## src/rtl/pipeline_hazard_scoreboard_pkg.sv

```systemverilog
// rtl/pipeline_hazard_scoreboard_pkg.sv - shared types and constants for the hazard scoreboard
package pipeline_hazard_scoreboard_pkg;

    // Entry fields are sized for the widest supported configuration; the top checks its parameters fit.
    localparam int SB_AW    = 8;
    localparam int SB_IDX_W = 4;

    localparam logic [31:0] STALL_COUNT_MAX = 32'hFFFF_FFFF;

    typedef struct packed {
        logic                valid;
        logic [SB_AW-1:0]    dst;
        logic [SB_IDX_W-1:0] ready_idx;
    } sb_entry_t;

    function automatic int stage_idx_w(input int stages);
        int w;
        w = 1;
        for (int k = 1; k < 32; k++) begin
            if ((1 << w) < stages) w = k + 1;
        end
        return w;
    endfunction

endpackage

```

## src/rtl/pipeline_hazard_scoreboard_match.sv

```systemverilog
// rtl/pipeline_hazard_scoreboard_match.sv - youngest-match priority search for one source operand
module scoreboard_match
    import pipeline_hazard_scoreboard_pkg::*;
#(
    parameter int STAGES = 3,
    parameter int REG_AW = 5,
    parameter int DATA_W = 32
) (
    input  logic                       en,
    input  logic [REG_AW-1:0]          src,
    input  sb_entry_t [STAGES-1:0]     entries,
    input  logic [STAGES*DATA_W-1:0]   stage_result,
    output logic                       hit,
    output logic                       pending,
    output logic [DATA_W-1:0]          data
);

    logic              found;
    logic              ready;
    logic [DATA_W-1:0] sel;

    // Scan oldest to youngest so the lowest matching index overwrites any older match.
    always_comb begin
        found = 1'b0;
        ready = 1'b0;
        sel   = '0;
        for (int i = STAGES - 1; i >= 0; i--) begin
            if (entries[i].valid && entries[i].dst == SB_AW'(src)) begin
                found = 1'b1;
                ready = SB_IDX_W'(i) >= entries[i].ready_idx;
                sel   = stage_result[i*DATA_W +: DATA_W];
            end
        end
        hit     = en & found & ready;
        pending = en & found & ~ready;
        data    = hit ? sel : '0;
    end

endmodule

```

## src/rtl/pipeline_hazard_scoreboard.sv

```systemverilog
// rtl/pipeline_hazard_scoreboard.sv - in-flight destination scoreboard with forwarding, stall and flush
module pipeline_hazard_scoreboard
    import pipeline_hazard_scoreboard_pkg::*;
#(
    parameter int STAGES      = 3,
    parameter int REG_AW      = 5,
    parameter int DATA_W      = 32,
    parameter int ALU_READY   = 1,
    parameter int LOAD_READY  = 2,
    parameter int FLUSH_DEPTH = 1
) (
    input  logic                     clk,
    input  logic                     rst,
    input  logic                     issue_valid,
    input  logic                     issue_we,
    input  logic [REG_AW-1:0]        issue_dst,
    input  logic                     issue_is_load,
    input  logic                     src0_en,
    input  logic                     src1_en,
    input  logic [REG_AW-1:0]        src0,
    input  logic [REG_AW-1:0]        src1,
    input  logic [STAGES*DATA_W-1:0] stage_result,
    input  logic                     flush,
    output logic                     stall,
    output logic                     fwd0_hit,
    output logic                     fwd1_hit,
    output logic [DATA_W-1:0]        fwd0_data,
    output logic [DATA_W-1:0]        fwd1_data,
    output logic [31:0]              stall_count
);

    if (LOAD_READY >= STAGES || ALU_READY > LOAD_READY || REG_AW > SB_AW ||
        stage_idx_w(STAGES) > SB_IDX_W) begin : g_bad_params
        $error("pipeline_hazard_scoreboard: unsupported parameter combination");
    end

    sb_entry_t [STAGES-1:0] entries;
    sb_entry_t              issue_entry;
    logic                   pend0;
    logic                   pend1;
    logic                   load_issue;

    scoreboard_match #(.STAGES(STAGES), .REG_AW(REG_AW), .DATA_W(DATA_W)) u_match0 (
        .en(src0_en), .src(src0), .entries(entries), .stage_result(stage_result),
        .hit(fwd0_hit), .pending(pend0), .data(fwd0_data)
    );

    scoreboard_match #(.STAGES(STAGES), .REG_AW(REG_AW), .DATA_W(DATA_W)) u_match1 (
        .en(src1_en), .src(src1), .entries(entries), .stage_result(stage_result),
        .hit(fwd1_hit), .pending(pend1), .data(fwd1_data)
    );

    assign stall      = issue_valid & ~flush & (pend0 | pend1);
    assign load_issue = issue_valid & issue_we & ~stall & ~flush;

    always_comb begin
        issue_entry           = '0;
        issue_entry.valid     = 1'b1;
        issue_entry.dst       = SB_AW'(issue_dst);
        issue_entry.ready_idx = issue_is_load ? SB_IDX_W'(LOAD_READY) : SB_IDX_W'(ALU_READY);
    end

    always_ff @(posedge clk or negedge rst) begin
        if (!rst) begin
            entries     <= '0;
            stall_count <= '0;
        end else begin
            // A flush kills the youngest entries before they move on.
            for (int i = 1; i < STAGES; i++) begin
                entries[i] <= entries[i-1];
                if (flush && (i - 1) < FLUSH_DEPTH) entries[i].valid <= 1'b0;
            end
            entries[0] <= load_issue ? issue_entry : '0;
            if (stall && stall_count != STALL_COUNT_MAX) stall_count <= stall_count + 32'd1;
        end
    end

endmodule

```

## config.mk

```make
export PLATFORM = sky130hd
export DESIGN_NAME = pipeline_hazard_scoreboard
export DESIGN_NICKNAME = d
export VERILOG_FILES = /design/src/rtl/pipeline_hazard_scoreboard_pkg.sv /design/src/rtl/pipeline_hazard_scoreboard_match.sv /design/src/rtl/pipeline_hazard_scoreboard.sv
export SDC_FILE = /design/constraint.sdc
export NUM_CORES = 1
export LEC_CHECK = 0
export CORE_ASPECT_RATIO = 1.2
export CORE_MARGIN = 4
export CORE_UTILIZATION = 41
export CTS_BUF_LIST = sky130_fd_sc_hd__clkbuf_4 sky130_fd_sc_hd__clkbuf_8 sky130_fd_sc_hd__clkbuf_16
export DETAILED_ROUTE_END_ITERATION = 12
export MAX_ROUTING_LAYER = met4
export PLACE_DENSITY = 0.82
export SYNTH_ARGS = -nofsm -noshare
export SYNTH_HDL_FRONTEND = slang
export SYNTH_SLANG_ARGS = --single-unit
```

## constraint.sdc

```tcl
create_clock -name clk -period 2.8 [get_ports clk]
set_input_delay 0.56 -clock clk [delete_from_list [all_inputs] [get_ports clk]]
set_output_delay 0.56 -clock clk [all_outputs]
set_load 0.05 [all_outputs]
```

==> out/metrics.yaml <==
placed_design:
  dpl.hpwl_um: 16100
  port_buffers: 217
  place_congestion: 0.980
synthesis:
  yosysSeqAreaShare: 0.325
  ys_warn_count: 0
  syn_inst: 491
  synth_area_leaders: "dfrtp_1 (33%), mux2i_1 (15%), a211oi_1 (11%)"
  syn_area_sq_um: 4310
  synth_edf_count: 0
  synth_seq_cells: 56
  async_reset_ff_frac: 1.00
  synth_common_cells: "nor2_1 (75), mux2i_1 (65), a211oi_1 (64)"
  synth_cell_types: 40
  synth_nets: 611
  synth_ff_type: "dfrtp_1"
  yosysTopAreaCellShare: 0.325
  yosysTopAreaCell: "dfrtp_1"
  avgSynthCellArea_sq_um: 8.77
  synth.most_common_cell: "nor2_1"
setup_path:
  critPathLaunchType: "flop"
  r2r_start: "entries[8]$_DFF_PN0_"
  arrival_ps: 2640
  worstSetupStartpoint: "entries[8]$_DFF_PN0_"
  r2r_slack_ps: 120
  cp-end-kind: "primary output"
  ff2ff_path_depth: 14
  cp.required_ps: 2240
  critical_path.endpoint: "fwd1_data[20]"
  cp_max_fo: 8
  critPathKind: "flop to primary output"
  worstReg2RegEnd: "stall_count[24]$_DFFE_PN0P_"
floorplan:
  design.core.area_sq_um: 10200
  rows: 40
  initial_utilization: 0.424
  die_h_um: 120
  fp.dieArea_sq_um: 12200
  die_x_um: 102
  num_io_pins: 218
pwr:
  seqPwrFrac: 0.440
  vdd_ir_drop_max_uv: 347
  swShare: 0.274
  p_leak_nw: 3.23
  power.total_mw: 1.89
  p_comb_frac: 0.223
  p_sw_mw: 0.518
  internal-power_mw: 1.37
  power_density_nw_per_um2: 208
  pwr-share-clk: 0.337
timing:
  setup_viol: 67
  hold_viol: 0
  timing.final.crit_share: 1.14
  relSlewSlack: 0.605
  finalClockSkew_ps: 8.23
  report.final.slew_viol_count: 0
  min_period_ps: 3200
  fmax_mhz: 312
  worst_hold_slack_ps: 259
  worst_pin_slew_ps: 592
  worst_slack_ps: -405
  rsz0062_at_grt: "true"
hold_path:
  worstHoldPathType: "primary input to asynchronous set/reset pin"
detailed_routing:
  antenna_left: 0
  drc: 0
  wl_per_cell_um: 26.4
  dr.first_iter.drc_count: 477
  detail_route.first_pass.iterations: 4
  vias: 5318
  vias_per_cell: 6.03
  routed_wl_um: 23300
cts:
  numCtsBuffers: 5
  clock_tree.root_cell: "clkbuf_16"
  clockBufferDepth: 2
  cts_sinks: 56
  clk-insertion-delay-late_ps: 300
  cts_tree: "yes"
  h-tree-depth: 2
  clk_transition_reported_paths_ps: 80
outcome:
  status: "finished, violations left"
  violations: "negative setup slack"
grt:
  grt_antenna_before_repair: 1
  grt_util_all_layers: 0.361
  grt_pass1_vias: 5699
  grt_overflow_total: 0
  grt_max_degree: 41
  grt_first_pass_wirelength_um: 33200
cells_and_area:
  fill_cells: 431
  multi_input_area_sq_um: 3760
  area_growth_pct: 111
  layout.nets: 873
  seqCellArea_sq_um: 1410
  drive_above_1_share: 0.349
job:
  cap_violations: 0
==> metrics by stage <==
stage / setup slack (ps) / instance area [sq um] / utilization / setup TNS, ps / instances
detailed placement: -727 / 8610 / 0.848 / -62020 / 860
floorplan: -168 / 5230 / - / -7040 / 491
CTS: -341 / 9000 / 0.886 / -17860 / 875
global route: -458 / 9100 / 0.896 / -26080 / 882
finish: -405 / 9100 / 0.896 / -21180 / 882
global placement: -652 / 8610 / 0.848 / -52660 / 860
==> routing by layer <==
| metal | vias to the layer above | GRT usage | part of all wire |
|---|---|---|---|
| li1 | 2227 | - | - |
| met1 | 2611 | 0.408 | 0.34 |
| met2 | 366 | 0.601 | 0.50 |
| met3 | 114 | 0.0646 | 0.088 |
| met4 | 0 | 0.197 | 0.067 |
| met5 | - | - | 0 |
==> power groups by stage <==
stage,clock [mW],sequential (mW),combinational [mW]
2_1_floorplan,0,0.851,0.107
3_3_place_gp,0,0.847,0.367
3_5_place_dp,0,0.848,0.386
4_1_cts,0.643,0.832,0.396
5_1_grt,0.685,0.835,0.442
6_report,0.638,0.833,0.422
==> layout by cell type (no fill, tap or decap), types with 3 or more instances in the layout <==
master,synthesis,routed
xnor2_2,0,5
clkbuf_16,0,6
dfrtp_2,0,3
xnor2_1,45,40
clkdlybuf4s50_1,0,139
buf_6,1,3
nand3_1,27,23
and3_1,5,5
xor2_2,0,3
buf_4,1,50
clkbuf_2,0,3
nor2_1,75,72
nand2_1,27,27
nand3b_1,7,7
dfrtp_1,56,53
buf_12,0,83
nand4_1,8,8
nor3_1,14,12
xor2_1,14,11
mux2i_1,65,65
and2_1,8,7
nor2_4,1,5
nand3_2,2,4
nor4_1,7,5
or3_1,5,3
a211oi_4,0,64
buf_2,10,6
==> registers in the layout (all words and copies together), names as in the netlist <==
name / count
entries: 24
stall_count: 32
==> timing repair <==
action | 4_1_cts | 5_1_grt
gates cloned | 2 | 1
endpoints found under the hold margin | 0 | 0
resized for setup | 62 | 18
pin swaps | 21 | 14
hold buffers | 0 | 0
setup endpoints to repair | 107 | 93
buffers inserted | 7 | 5
==> layout make-up <==
| type | count | share of cell area |
|---|---|---|
| multi-input cells | 397 | 0.413 |
| repair buffers | 289 | 0.396 |
| flip-flops and latches | 56 | 0.154 |
| well taps | 126 | 0.0173 |
| clock buffers | 5 | 0.0137 |
| clock inverters | 3 | 0.00275 |
| inverters | 4 | 0.00192 |
| diodes | 2 | 0.000550 |
==> worst min-delay path by stage <==
stage                          start                           to  slack [ps]  cells after the start
2_1_floorplan                    rst         entries[0]$_DFF_PN0_         260                      0
3_3_place_gp   entries[13]$_DFF_PN0_        entries[26]$_DFF_PN0_         340                      0
3_5_place_dp   entries[13]$_DFF_PN0_        entries[26]$_DFF_PN0_         360                      0
4_1_cts                          rst  stall_count[31]$_DFFE_PN0P_         280                      1
5_1_grt                          rst  stall_count[31]$_DFFE_PN0P_         290                      1
6_report                         rst  stall_count[18]$_DFFE_PN0P_         260                      1
==> cell families (layout without fill, tap and decap cells) <==
| group | after synthesis | after routing | share of synthesized area |
|---|---|---|---|
| AOI/OAI and AO/OA | 72 | 72 | 0.129 |
| adders and majority gates | 1 | 1 | 0.00290 |
| DFF | 56 | 56 | 0.325 |
| muxes | 67 | 67 | 0.156 |
| and+or+nand+nor | 198 | 198 | 0.228 |
| other | 0 | 2 | 0 |
| xor gates and xnor gates | 59 | 59 | 0.120 |
| buffers and inverters | 38 | 301 | 0.0386 |
==> critical path, stage by stage (launching register included) <==
cell and delay (ps):
dfrtp_1 390, buf_4 150, xor2_2 150, nor4_2 220
buf_4 160, nand3_4 90, a21bo_1 220, o21ai_2 70
nand2b_4 220, buf_12 190, a211oi_4 290, buf_12 190
Note: power is estimated with default switching activity, not from simulation.
